## src/rtl/spi_slave_if.sv

```systemverilog
// spi_slave_if: SPI pins plus the local word/handshake signals of spi_slave.
// The TXU flag exists only when SPI_SLAVE_STATUS_EN is defined.
interface spi_slave_if #(
    parameter int N = 8
);
    logic         SCLK;
    logic         CS;
    logic         MOSI;
    logic         MISO;
    logic         MISO_OE;
    logic [N-1:0] dataIN;
    logic         LOAD;
    logic [N-1:0] dataOUT;
    logic         DONE;
    logic         BUSY;
`ifdef SPI_SLAVE_STATUS_EN
    logic         TXU;
`endif

    modport slave (
        input  SCLK, CS, MOSI, dataIN, LOAD,
        output MISO, MISO_OE, dataOUT, DONE, BUSY
`ifdef SPI_SLAVE_STATUS_EN
        , output TXU
`endif
    );

    modport master (
        output SCLK, CS, MOSI, dataIN, LOAD,
        input  MISO, MISO_OE, dataOUT, DONE, BUSY
`ifdef SPI_SLAVE_STATUS_EN
        , input TXU
`endif
    );
endinterface

```

## src/rtl/spi_slave.sv

```systemverilog
// spi_slave: SPI mode 0 responder, MSB first, N-bit words, pins oversampled
// in the clk domain. Optional TX underrun flag under SPI_SLAVE_STATUS_EN.
module spi_slave #(
    parameter int N = 8
) (
    input  logic      clk,
    input  logic      reset,
    spi_slave_if.slave bus
);
    localparam int CW = (N > 2) ? $clog2(N) : 1;
    localparam logic [0:0] ST_IDLE  = 1'b0;
    localparam logic [0:0] ST_SHIFT = 1'b1;

    logic [2:0]    r_sclk_s;
    logic [2:0]    r_cs_s;
    logic [1:0]    r_mosi_s;
    logic [1:0]    r_arm_s;
    logic          r_armed;
    logic [0:0]    r_state;
    logic [CW-1:0] r_cnt;
    logic [N-1:0]  r_rx;
    logic [N-1:0]  r_tx;
    logic [N-1:0]  r_hold;
    logic [N-1:0]  r_dout;
    logic          r_done;

    logic          w_sclk_rise;
    logic          w_sclk_fall;
    logic          w_cs_fall;
    logic          w_cs_rise;
    logic          w_shift;
    logic          w_enter;
    logic          w_reload;
    logic          w_last;
    logic [N-1:0]  w_rx_next;
    logic [N-1:0]  w_tx_src;

    assign w_sclk_rise = r_sclk_s[1] & ~r_sclk_s[2];
    assign w_sclk_fall = ~r_sclk_s[1] & r_sclk_s[2];
    assign w_cs_fall   = ~r_cs_s[1] & r_cs_s[2];
    assign w_cs_rise   = r_cs_s[1] & ~r_cs_s[2];
    assign w_shift     = (r_state == ST_SHIFT);
    assign w_enter     = ~w_shift & w_cs_fall & r_armed;
    assign w_reload    = w_enter | (w_shift & ~w_cs_rise & w_sclk_fall & (r_cnt == '0));
    assign w_last      = (r_cnt == CW'(N - 1));
    assign w_rx_next   = {r_rx[N-2:0], r_mosi_s[1]};
    // A LOAD coinciding with a reload bypasses the holding register
    assign w_tx_src    = bus.LOAD ? bus.dataIN : r_hold;

    // Two-flop synchronizers, third stage on SCLK/CS for edge detection
    always_ff @(posedge clk or negedge reset) begin
        if (!reset) begin
            r_sclk_s <= '0;
            r_cs_s   <= '1;
            r_mosi_s <= '0;
        end else begin
            r_sclk_s <= {r_sclk_s[1:0], bus.SCLK};
            r_cs_s   <= {r_cs_s[1:0], bus.CS};
            r_mosi_s <= {r_mosi_s[0], bus.MOSI};
        end
    end

    // Accept a CS fall only after CS has been seen high through the flushed
    // synchronizer, so a frame interrupted by reset does not resume
    always_ff @(posedge clk or negedge reset) begin
        if (!reset) begin
            r_arm_s <= '0;
            r_armed <= 1'b0;
        end else begin
            r_arm_s <= {r_arm_s[0], 1'b1};
            r_armed <= r_armed | (r_arm_s[1] & r_cs_s[1]);
        end
    end

    // TX holding register, written whenever LOAD is high
    always_ff @(posedge clk or negedge reset) begin
        if (!reset) begin
            r_hold <= '1;
        end else if (bus.LOAD) begin
            r_hold <= bus.dataIN;
        end
    end

    // Frame state machine with RX/TX shifting and word delivery
    always_ff @(posedge clk or negedge reset) begin
        if (!reset) begin
            r_state <= ST_IDLE;
            r_cnt   <= '0;
            r_rx    <= '0;
            r_tx    <= '1;
            r_dout  <= '0;
            r_done  <= 1'b0;
        end else begin
            r_done <= 1'b0;
            if (w_shift && w_cs_rise) begin
                r_state <= ST_IDLE;
                r_cnt   <= '0;
            end else if (w_enter) begin
                r_state <= ST_SHIFT;
                r_cnt   <= '0;
                r_tx    <= w_tx_src;
            end else if (w_shift) begin
                if (w_sclk_rise) begin
                    r_rx <= w_rx_next;
                    if (w_last) begin
                        r_cnt  <= '0;
                        r_dout <= w_rx_next;
                        r_done <= 1'b1;
                    end else begin
                        r_cnt <= r_cnt + 1'b1;
                    end
                end
                if (w_sclk_fall) begin
                    if (r_cnt == '0) begin
                        r_tx <= w_tx_src;
                    end else begin
                        r_tx <= {r_tx[N-2:0], 1'b0};
                    end
                end
            end
        end
    end

`ifdef SPI_SLAVE_STATUS_EN
    logic r_loaded;
    logic r_txu;

    // Underrun tracking: flag a reload that finds no LOAD since the last one
    always_ff @(posedge clk or negedge reset) begin
        if (!reset) begin
            r_loaded <= 1'b0;
            r_txu    <= 1'b0;
        end else begin
            if (w_reload) begin
                r_loaded <= 1'b0;
            end else if (bus.LOAD) begin
                r_loaded <= 1'b1;
            end
            if (w_enter) begin
                r_txu <= ~(r_loaded | bus.LOAD);
            end else if (w_reload && !(r_loaded || bus.LOAD)) begin
                r_txu <= 1'b1;
            end
        end
    end

    assign bus.TXU = r_txu;
`endif

    assign bus.MISO    = w_shift ? r_tx[N-1] : 1'b1;
    assign bus.MISO_OE = w_shift;
    assign bus.BUSY    = w_shift;
    assign bus.dataOUT = r_dout;
    assign bus.DONE    = r_done;
endmodule

```

## src/flat_wrapper.sv

```systemverilog
// flat-port wrapper written by rule: the top's interface ports become plain ports
module spi_slave_flat 
#(
    parameter int N = 8
)
  (clk, reset, bus_SCLK, bus_CS, bus_MOSI, bus_dataIN, bus_LOAD, bus_MISO, bus_MISO_OE, bus_dataOUT, bus_DONE, bus_BUSY);
  spi_slave_if #(.N(N)) bus_i ();
  input  logic clk;
  input  logic reset;
  input wire logic [$bits(bus_i.SCLK)-1:0] bus_SCLK;
  input wire logic [$bits(bus_i.CS)-1:0] bus_CS;
  input wire logic [$bits(bus_i.MOSI)-1:0] bus_MOSI;
  input wire logic [$bits(bus_i.dataIN)-1:0] bus_dataIN;
  input wire logic [$bits(bus_i.LOAD)-1:0] bus_LOAD;
  output wire logic [$bits(bus_i.MISO)-1:0] bus_MISO;
  output wire logic [$bits(bus_i.MISO_OE)-1:0] bus_MISO_OE;
  output wire logic [$bits(bus_i.dataOUT)-1:0] bus_dataOUT;
  output wire logic [$bits(bus_i.DONE)-1:0] bus_DONE;
  output wire logic [$bits(bus_i.BUSY)-1:0] bus_BUSY;
  assign bus_i.SCLK = bus_SCLK;
  assign bus_i.CS = bus_CS;
  assign bus_i.MOSI = bus_MOSI;
  assign bus_i.dataIN = bus_dataIN;
  assign bus_i.LOAD = bus_LOAD;
  assign bus_MISO = bus_i.MISO;
  assign bus_MISO_OE = bus_i.MISO_OE;
  assign bus_dataOUT = bus_i.dataOUT;
  assign bus_DONE = bus_i.DONE;
  assign bus_BUSY = bus_i.BUSY;
  spi_slave #(.N(N)) u_core (.clk(clk), .reset(reset), .bus(bus_i));
endmodule
```

## config.mk

```make
export PLATFORM = sky130hd
export DESIGN_NAME = spi_slave_flat
export DESIGN_NICKNAME = d
export VERILOG_FILES = /design/src/rtl/spi_slave_if.sv /design/src/rtl/spi_slave.sv /design/src/flat_wrapper.sv
export SDC_FILE = /design/constraint.sdc
export NUM_CORES = 1
export LEC_CHECK = 0
export ABC_AREA = 1
export BUFFER_PORTS_ARGS = -buffer_cell sky130_fd_sc_hd__buf_2
export CORE_MARGIN = 2
export CORE_UTILIZATION = 44
export CTS_CLUSTER_DIAMETER = 200
export DETAILED_ROUTE_END_ITERATION = 8
export SLEW_MARGIN = 5
export SYNTH_ARGS = -nofsm -noshare
export SYNTH_HDL_FRONTEND = slang
export SYNTH_SLANG_ARGS = --single-unit
```

## constraint.sdc

```tcl
create_clock -name clk -period 3.1 [get_ports clk]
set_input_delay 0.62 -clock clk [delete_from_list [all_inputs] [get_ports clk]]
set_output_delay 0.62 -clock clk [all_outputs]
set_load 0.05 [all_outputs]
```

# Word level (Yosys, flattened, before mapping)
# Cells that the tools add are included.
# classes
reduce_logical	11
eq_ne	1
muxes	18
n_addsub	1
bitwise	15
# ops
operator	count
8-bit two-way mux	5
3-bit two-way mux	5
1-bit two-way mux	8
1-bit bitwise AND	7
1-bit NOT	7
2-bit nonzero test	3
3-bit nonzero test	2
5-bit AND reduction	1
4-bit AND reduction	1
3-bit by 1-bit adder with 3-bit output (second input constant)	1
3-bit equality test (second input constant)	1
3-bit logical NOT	1
3-bit AND reduction	1
2-bit AND reduction	1
1-bit logical AND	1
1-bit OR	1
# totals
inputBits	14
out_inout_bits	12
reg_bits	47

# Depth between registers and ports, before layout
# Gate-level depths: netlist of the first run.
# depth
ltp_word	6
depth_mapped	8
mapped_depth_nobuf	8

# Worst setup path before layout of the first run
# Ideal clock, no wire load.
# synth_path
path_kind	reg2out
start	register u_core.r_state, in the netlist u_core.bus.BUSY
end	output bus_MISO
arrival_ns	1.207
required_ns	2.480
stages_incl_launch_ff	3
setup_slack_ns	1.273
cell_sequence	dfrtp_1 > inv_2 > or2_2
# synth_via
elab_chain_len	1
# synth_lines
item	line	rtl
start: declaration	spi_slave.sv:19	logic [0:0] r_state;
start signal: assignment	spi_slave.sv:87	r_state <= ST_IDLE;
start signal: assignment	spi_slave.sv:96	r_state <= ST_IDLE;
start signal: assignment	spi_slave.sv:99	r_state <= ST_SHIFT;
1-bit two-way mux	spi_slave.sv:150	assign bus.MISO = w_shift ? r_tx[N-1] : 1'b1;
end: declaration	flat_wrapper.sv:15	output wire logic [$bits(bus_i.MISO)-1:0] bus_MISO;
# No other way between the ends.

# Final worst setup path of the first run
# Ends and elaborated chain as after synthesis.

==> summary.txt, run 1 <==
Status
  – Status: finished, final reports clean

Pwr
  – PD cells: slightly below 800 mW/mm^2
  – Power consumption: about 1.8 mW
  – Clock power frac: between 20% and 30%
  – Combinational Power Share: approximately a quarter
  – Seq pwr share: a little under 50%
  – Net Sw Power: 581 uW
  – Pint: about 1.2 mW
  – Sw Share: ~33%
  – Pleak: ~1.2 nW
  – Max rail drop VDD: around 390 uV

Worst setup path
  – CP delay by family, top: flip-flops
  – Worst path max stage delay: between 0.4 and 0.5 ns
  – Critical Path Start Type: flop
  – Crit. End Element: output pin
  – Slowest-stage cell, CP: dfrtp_1
  – Worst-path fanout max: 6
  – CP Data Required Time: ~2.5 ns
  – Reg-to-reg startpoint: u_core.r_cs_s[1]
  – Arrival time worst endpoint: 1.31 ns
  – Worst setup startpoint: u_core.bus.BUSY
  – Bufs and invs on worst path: 2
  – WS Path Type: flop to output pin
  – CP Cell Sequence: inv_2 -> or2_2 -> buf_2

Clock tree
  – # Post-CTS Setup Buffers: 0
  – Root Driver: clkbuf_8
  – Count of cells resized by post-cts repair: 0
  – Clock-pin slew on the worst setup and hold paths: approximately 0.080 ns
  – CTS tree: built
  – Total clock sinks: 47
  – Bufs on Longest Clock Path: 2
  – Insertion delay to the later sink of the worst-skew pair: ~0.29 ns
  – CTS buffer count: 5
  – Post-cts hold buffer count: 0
  – Htree depth: 2

Detailed routing
  – # DRC: 0
  – WL met3: 111 um
  – Metal1 wirelength: ~1.5 mm
  – Routed Antenna Nets: 0
  – Post-DR vias/cell: 4.64
  – DR WL met2: approximately 1.6 mm
  – DRT iter0 DRCs: between 100 and 150
  – Wire length per cell: 11.0 um
  – Total length of routed wires: approximately 3.2 mm
  – Top sig layer: met4
  – DR vias: about 1300
  – Drt pass-1 iters: 4

Finish
  – Nets: ~250
  – Layout cells sized above 1: 25.8%
  – Ant diodes: 0
  – Most frequent cells in the layout: nand2_1, dfrtp_1, buf_2, inv_1, dfstp_2
  – Commonest non-fill, non-tap cell in the layout: nand2_1
  – Filler cell count: between 400 and 500
  – Syn-to-layout area delta: 13.9%

Timing
  – Setup TNS: 0 ns
  – Final Hold Vio Count: 0
  – Slew Limit Headroom: between 30% and 40%
  – RSZ-0062 raised after global routing: false
  – Tcrit/Tclk final: between 60% and 70%
  – Max Freq: 0.519 GHz
  – Minimum clock period: 1.93 ns
  – Hold slack: 0.352 ns
  – Final setup vio count: 0
  – Post-Route Skew: 0.00559 ns
  – Worst-margin pin slew: approximately 1.0 ns
  – Fin. max-slew vios: 0

Global routing
  – All-Layer GR Usage: 15.0%
  – GRT overflow: 0
  – Initial antenna violation count: 0
  – Vias in the first global route: about 1300
  – First-pass GRT wire length: between 5 and 6 mm
  – Largest net degree at the start of global routing: between 40 and 50

Logic synthesis
  – Cell variety after synth: 24
  – Synth warn: 0
  – Mapped Area: approximately 0.0020 mm^2
  – Area contributors post-synth: dfrtp_1, dfstp_2, nand2_1
  – Synth area leader: dfrtp_1
  – Register bit total from synthesis: 47
  – Sequential share of the synthesized area: between 60 and 70%
  – Syn_area_per_cell: 9.51 um^2
  – Yosys top cell area share: approximately 36%
  – Syn nets: between 200 and 250
  – Cells after synthesis: around 200

Worst hold path
  – Hold_sp: u_core.r_arm_s[0]
  – Hold Path Class: flop to flop

Placed design
  – Hpwl dp: approximately 2.1 mm
  – IO Port Bufs: 25
  – Routability cong.: between 0.7 and 0.8

Run
  – MaxCap Viol Count: 0

Floorplanning
  – Die area: 0.00500 mm^2
  – Row count: 24
  – Io pins: 26
  – Initial Util: 45.3%
  – Core Area: 0.00432 mm^2
  – DIE HEIGHT: between 70 and 80 um
  – Die span in x: ~70 um
per-layer routing:
metal / global-route usage [%] / vias up
met5: 0 / -
met4: 7.97 / 0
met3: 3.85 / 5
met2: 22.7 / 19
met1: 19.9 / 624
li1: - / 689
final timing paths:
kind                                         end  slack, ns  cells after the start
setup / recovery                        bus_MISO       1.17                      3
hold / removal                 u_core.r_arm_s[1]       0.35                      0
setup reg to reg                  u_core.r_tx[4]       1.59                      6
hold reg to reg                u_core.r_arm_s[1]       0.35                      0
max in group asynchronous  u_core.bus.dataOUT[3]       1.98                      1
min in group asynchronous      u_core.r_arm_s[0]       0.49                      1
stage by stage:
stage / setup WS [ns] / utilization (%) / instances / instance area, um^2
final: 1.17 / 51.6 / 288 / 2230
after global routing: 1.11 / 51.6 / 288 / 2230
after CTS: 1.15 / 51.6 / 288 / 2230
after detailed placement: 1.49 / 49.1 / 280 / 2120
after global placement: 1.54 / 49.1 / 280 / 2120
after floorplan: 1.27 / - / 206 / 1960
layout make-up:
cell class / count / area [um^2] / area share (%)
flip-flops and latches: 47 / 1200 / 53.8
repair buffers: 25 / 125 / 5.61
clock inverters: 1 / 30.0 / 1.35
inverters: 27 / 111 / 4.99
well taps: 52 / 65.1 / 2.92
multi-input cells: 129 / 623 / 27.9
clock buffers: 7 / 76.3 / 3.42
cell usage after synthesis:
| cell | number |
|---|---|
| or2_2 | 1 |
| conb_1 | 1 |
| a21oi_1 | 3 |
| nand2_4 | 3 |
| dfrtp_1 | 28 |
| a21o_1 | 1 |
| clkinv_4 | 1 |
| inv_6 | 1 |
| nor2_1 | 2 |
| buf_4 | 1 |
| a21oi_2 | 1 |
| nand3_1 | 9 |
| buf_2 | 1 |
| dfstp_2 | 19 |
| nand3b_1 | 7 |
| inv_1 | 23 |
| o21ai_0 | 11 |
| nor2_4 | 1 |
| inv_2 | 2 |
| buf_6 | 1 |
| nand3_4 | 1 |
| ha_1 | 3 |
| nand2_1 | 83 |
| o21ai_1 | 2 |
logic make-up after synthesis:
logic type / share of synthesized area, %
other: 0.192
adder cells (fa/ha/maj): 1.92
buffers and inverters: 6.90
AND/OR/NAND/NOR: 24.8
AO/OA/AOI/OAI: 4.92
flip-flops: 61.3
power groups by stage:
| stage | registers, mW | logic, mW | clock network [mW] |
|---|---|---|---|
| 4_1_cts | 0.866 | 0.474 | 0.455 |
| 3_5_place_dp | 0.873 | 0.475 | 0 |
| 5_1_grt | 0.886 | 0.545 | 0.474 |
| 3_3_place_gp | 0.875 | 0.470 | 0 |
| 6_report | 0.866 | 0.464 | 0.435 |
| 2_1_floorplan | 0.880 | 0.367 | 0 |
state kept, by name, indices dropped and copies added, names as in the netlist:
name                count
u_core.r_cnt            3
u_core.r_tx             8
u_core.bus.dataOUT      8
u_core.r_hold           8
u_core.bus.BUSY         1
u_core.r_rx             7
u_core.r_armed          1
u_core.r_cs_s           3
u_core.bus.DONE         1
u_core.r_sclk_s         3
u_core.r_arm_s          2
u_core.r_mosi_s         2
Note: power is estimated with default switching activity, not from simulation.
==> run 2, diff against run 1 <==
==> constraint.sdc (replaced) <==
create_clock -name clk -period 1.93 [get_ports clk]
set_input_delay 0.386 -clock clk [delete_from_list [all_inputs] [get_ports clk]]
set_output_delay 0.386 -clock clk [all_outputs]
set_load 0.05 [all_outputs]
==> run 2 against run 1 <==
Combinational power rose by 63%. Cell area rose by 1.2%. First-iteration DRC count fell by 49%. Critical endpoint unchanged.
==> summary.txt, run 2 (synthesized netlist as in run 1, its figures left out) <==
Timing
  – Fin. max-slew vios: 0 (unchanged)
  – Final setup vio count: 0 (unchanged)
  – Final Hold Vio Count: 0 (unchanged)
  – Post-Route Skew: 0.00443 ns (-0.00116 ns)
  – Setup TNS: 0 ns (unchanged)
  – Minimum clock period: 1.68 ns
  – RSZ-0062 raised after global routing: false
  – Max Freq: a little under 0.6 GHz
  – Tcrit/Tclk final: between 80% and 90%

Worst setup path
  – CP Data Required Time: 1.54 ns (-0.94 ns)
  – Critical Path Start Type: flop
  – Arrival time worst endpoint: 1.30 ns (about the same)
  – Crit. End Element: output pin
  – FF-to-FF setup slack: 0.55 ns (-1.04 ns)
  – WS Path Type: flop to output pin
  – Worst-path fanout max: 6 (unchanged)

Global routing
  – Initial antenna violation count: 0 (unchanged)
  – First-pass GRT wire length: 5.91 mm (+1.4%)
  – Vias in the first global route: 1325 (+0.99%)
  – All-Layer GR Usage: 15.0% (+0.018 points)
  – GRT overflow: 0 (unchanged)
  – Largest net degree at the start of global routing: 30 (-38%)

Pwr
  – Net Sw Power: 940 uW (+62%)
  – Max rail drop VDD: 594 uV (+53%)
  – Sw Share: 33.0% (+0.075 points)
  – PD cells: 1260 mW/mm^2 (+59%)
  – Pint: 1.91 mW (+61%)
  – Power consumption: 2.85 mW (+61%)
  – Clock power frac: 24.4% (-0.3 points)
  – Combinational Power Share: 26.6% (+0.3 points)
  – Pleak: 1.20 nW (+1.2%)
  – Seq pwr share: 49.0% (about the same)

Finish
  – Layout cells sized above 1: 26.5% (+0.62 points)
  – Most frequent cells in the layout: nand2_1, dfrtp_1, buf_2, inv_1, dfstp_2
  – Commonest non-fill, non-tap cell in the layout: nand2_1
  – Layout Utilization: 52.2% (+0.64 points)
  – Final instance area: 0.00226 mm^2 (+1.2%)
  – Ant diodes: 0 (unchanged)
  – Syn-to-layout area delta: 15.3%
  – Nets: 254 (+0.79%)

Clock tree
  – Insertion delay to the later sink of the worst-skew pair: 0.29 ns (about the same)
  – Clock-pin slew on the worst setup and hold paths: 0.08 ns (about the same)
  – Total clock sinks: 47 (unchanged)
  – Htree depth: 2 (unchanged)
  – Count of cells resized by post-cts repair: 0 (unchanged)
  – Post-cts hold buffer count: 0 (unchanged)
  – Root Driver: clkbuf_8
  – CTS buffer count: 5 (unchanged)
  – CTS tree: built
  – Bufs on Longest Clock Path: 2 (unchanged)
  – # Post-CTS Setup Buffers: 0 (unchanged)

Detailed routing
  – Post-DR vias/cell: 4.67 (+0.65%)
  – Drt pass-1 iters: 4 (unchanged)
  – # DRC: 0 (unchanged)
  – DR vias: 1355 (+1.3%)
  – Routed Antenna Nets: 0 (unchanged)
  – DRT iter0 DRCs: 65 (-49%)
  – Total length of routed wires: 3.26 mm (+2.6%)
  – Wire length per cell: 11.2 um (+1.9%)

Placed design
  – Hpwl dp: 2.32 mm (+8.1%)
  – IO Port Bufs: 25 (unchanged)
  – Dpl cell area: 0.00215 mm^2 (+1.3%)
  – Routability cong.: 0.812 (+4.1%)

Floorplanning
  – Die area: 0.00500 mm^2 (unchanged)
  – Io pins: 26 (unchanged)
  – Row count: 24 (unchanged)
  – Die span in x: 70.7 um (unchanged)
  – Initial Util: 45.3% (unchanged)
  – DIE HEIGHT: 70.7 um (unchanged)
  – Core Area: 0.00432 mm^2 (unchanged)

Run
  – MaxCap Viol Count: 0 (unchanged)

Status
  – Status: finished, final reports clean

Worst hold path
  – Hold Path Class: input port to async pin
==> run 2: area by class of cell <==
type,count,area [um^2]
sequential,47,1200
fill,417,2070
multi-input combinational,129,623
tap,52,65.1
timing repair buffer,27,153
clock buffer,7,76.3
inverter,27,111
clock inverter,1,30.0
==> run 2: metal layers <==
layer  up-vias  track usage (%)  share of wire [%]
met3         4             4.27                3.6
met1       638             18.8                 47
met4         0             5.87                1.1
met5         -                0                  0
met2        21             24.7                 48
li1        692                -                  -
==> run 2: metrics by stage <==
step	instances	setup WS, ns	hold WS [ns]
2_1_floorplan	206	0.337	0.0904
3_3_place_gp	282	0.553	0.334
3_5_place_dp	282	0.554	0.337
4_1_cts	290	0.220	0.0376
5_1_grt	290	0.159	0.0576
6_report	290	0.246	0.0338
==> run 2: worst paths after layout <==
path	from	endpoint	depth (start not counted)
max	u_core.bus.BUSY	bus_MISO	3
min	reset	u_core.bus.dataOUT[7]	1
max reg2reg	u_core.r_cnt[0]	u_core.r_tx[6]	7
min reg2reg	u_core.r_arm_s[0]	u_core.r_arm_s[1]	0
max in group asynchronous	reset	u_core.r_tx[4]	2
min in group clk	bus_CS	u_core.r_cs_s[0]	1
==> run 2: power groups by stage <==
stage	Combinational (mW)	Sequential [mW]	Clock, mW
floorplan	0.590	1.41	0
global placement	0.758	1.41	0
detailed placement	0.771	1.41	0
CTS	0.771	1.40	0.721
global route	0.858	1.43	0.759
finish	0.756	1.40	0.695
==> run 2: critical path, stage by stage, from the launching register on <==
cell	delay (ns)
dfrtp_1	0.45
inv_2	0.08
or2_2	0.27
buf_2	0.21
==> run 3, diff against run 2 <==
==> constraint.sdc (replaced) <==
create_clock -name clk -period 2.1 [get_ports clk]
set_input_delay 0.42 -clock clk [delete_from_list [all_inputs] [get_ports clk]]
set_output_delay 0.42 -clock clk [all_outputs]
set_load 0.05 [all_outputs]
==> run 3 against run 2 <==
Combinational power shrank 6.6%. Die area is the same. Utilization shrank 0.52 points. Non-clock buffer count shrank 1. Largest cell class unchanged. Count of clock-buffer cells in the layout is the same. Register-to-register slack gained 0.03 ns. Cell area shrank 1.0%. Setup slack gained 0.12 ns.
==> summary.txt, run 3 (synthesized netlist as in run 1, its figures left out) <==
Finish
  – Commonest non-fill, non-tap cell in the layout: nand2_1
  – Layout Utilization: 51.7% (-0.52 points)
  – Nets: 253 (-0.39%)
  – Most frequent cells in the layout: nand2_1, dfrtp_1, buf_2, inv_1, dfstp_2
  – Syn-to-layout area delta: 14.2%
  – Layout cells sized above 1: 27.0% (+0.53 points)
  – Ant diodes: 0 (unchanged)

Worst setup path
  – Register-to-Register Path Depth: 6 (-1)
  – Critical Path Start Type: flop
  – WS Path Type: flop to output pin
  – Reg-to-reg startpoint: u_core.r_cs_s[1]
  – FF-to-FF setup slack: 0.58 ns (+0.03 ns)
  – Worst-path fanout max: 6 (unchanged)
  – Reg2reg end: u_core.r_tx[4]
  – Arrival time worst endpoint: 1.31 ns (about the same)
  – Crit. End Element: output pin
  – CP Data Required Time: 1.68 ns (+0.14 ns)

Detailed routing
  – DRT iter0 DRCs: 131 (+100%)
  – Post-DR vias/cell: 4.58 (-1.9%)
  – Routed Antenna Nets: 0 (unchanged)
  – DR vias: 1325 (-2.2%)
  – Drt pass-1 iters: 4 (unchanged)
  – Wire length per cell: 11.2 um (-0.49%)
  – Total length of routed wires: 3.23 mm (-0.83%)
  – # DRC: 0 (unchanged)

Global routing
  – GRT overflow: 0 (unchanged)
  – All-Layer GR Usage: 14.6% (-0.39 points)
  – First-pass GRT wire length: 5.79 mm (-2.1%)
  – Vias in the first global route: 1290 (-2.6%)
  – Initial antenna violation count: 0 (unchanged)
  – Largest net degree at the start of global routing: 48 (+60%)

Timing
  – Final Hold Vio Count: 0 (unchanged)
  – Post-Route Skew: 0.00171 ns (-0.00272 ns)
  – Max Freq: between 0.5 and 0.6 GHz
  – Worst-margin pin slew: 0.567 ns
  – Setup TNS: 0 ns (unchanged)
  – Final setup vio count: 0 (unchanged)
  – RSZ-0062 raised after global routing: false
  – Fin. max-slew vios: 0 (unchanged)
  – Minimum clock period: between 1.5 and 2 ns
  – Tcrit/Tclk final: about 82%
  – Slew Limit Headroom: roughly 62%

Worst hold path
  – Hold Path Class: input port to async pin

Pwr
  – PD cells: 1150 mW/mm^2 (-8.9%)
  – Pleak: 1.19 nW (-0.91%)
  – Seq pwr share: 49.8% (+0.8 points)
  – Pint: 1.69 mW (-11%)
  – Sw Share: 34.1% (+1.1 points)
  – Net Sw Power: 876 uW (-6.8%)
  – Clock power frac: 22.7% (-1.7 points)
  – Combinational Power Share: 27.5% (+0.9 points)
  – Max rail drop VDD: 492 uV (-17%)

Clock tree
  – # Post-CTS Setup Buffers: 0 (unchanged)
  – Insertion delay to the later sink of the worst-skew pair: 0.29 ns (about the same)
  – Root Driver: clkbuf_8
  – Count of cells resized by post-cts repair: 0 (unchanged)
  – Total clock sinks: 47 (unchanged)
  – Clock-pin slew on the worst setup and hold paths: 0.08 ns (about the same)
  – Htree depth: 2 (unchanged)
  – CTS tree: built
  – Post-cts hold buffer count: 0 (unchanged)
  – CTS buffer count: 5 (unchanged)
  – Bufs on Longest Clock Path: 2 (unchanged)

Placed design
  – Hpwl dp: 2.24 mm (-3.6%)
  – Routability cong.: 0.799 (-1.7%)
  – IO Port Bufs: 25 (unchanged)

Floorplanning
  – Core Area: 0.00432 mm^2 (unchanged)
  – Row count: 24 (unchanged)
  – DIE HEIGHT: 70.7 um (unchanged)
  – Io pins: 26 (unchanged)
  – Die area: 0.00500 mm^2 (unchanged)
  – Initial Util: 45.3% (unchanged)
  – Die span in x: 70.7 um (unchanged)

Status
  – Status: finished, final reports clean

Run
  – MaxCap Viol Count: 0 (unchanged)
-- run 3: changes by cell type in the layout (fill, tap and decap cells not counted), sizes merged --
cell,before,now
buf,27,26
clkinvlp,0,1
bufinv,1,0
-- run 3: power by group through the flow --
stage / clock [mW] / sequential (mW) / combinational (mW)
floorplan: 0 / 1.30 / 0.542
global placement: 0 / 1.30 / 0.694
detailed placement: 0 / 1.29 / 0.715
CTS: 0.614 / 1.28 / 0.714
global route: 0.650 / 1.31 / 0.816
finish: 0.582 / 1.28 / 0.706
-- run 3: area by class of cell --
class	instances	area, um^2
Timing Repair Buffer	26	133
Sequential cell	47	1200
Inverter	27	111
Multi-Input combinational cell	129	623
Fill cell	418	2090
Clock inverter	1	7.51
Clock buffer	7	96.3
Tap cell	52	65.1
-- run 3: critical path: stages, from the launching register on --
cell	delay, ns
dfrtp_1	0.46
inv_2	0.09
or2_2	0.27
buf_2	0.21
-- run 3: per-stage QoR --
| stage | setup WS [ns] | hold WS (ns) | power [mW] | instance area, um^2 | instances |
|---|---|---|---|---|---|
| after floorplan | 0.473 | 0.124 | 1.84 | 1960 | 206 |
| after global placement | 0.639 | 0.333 | 1.99 | 2130 | 281 |
| after detailed placement | 0.590 | 0.336 | 2.01 | 2130 | 281 |
| after CTS | 0.348 | 0.204 | 2.61 | 2240 | 289 |
| after global routing | 0.276 | 0.195 | 2.78 | 2240 | 289 |
| final | 0.371 | 0.198 | 2.57 | 2240 | 289 |
-- run 3: worst max path at each step --
stage	from	endpoint	slack, ns	cells past startpoint
4_1_cts	u_core.bus.BUSY	bus_MISO	0.35	3
5_1_grt	u_core.bus.BUSY	bus_MISO	0.28	3
3_3_place_gp	u_core.r_cs_s[1]	u_core.r_tx[7]	0.64	6
3_5_place_dp	u_core.r_cs_s[1]	u_core.r_tx[7]	0.59	6
2_1_floorplan	u_core.bus.BUSY	bus_MISO	0.47	2
6_report	u_core.bus.BUSY	bus_MISO	0.37	3
-- run 3: per-layer routing --
metal | part of all wire, % | global-route usage (%)
met5 | 0 | 0
met4 | 1.1 | 5.24
met3 | 4.0 | 4.56
met2 | 47 | 22.7
met1 | 47 | 19.5
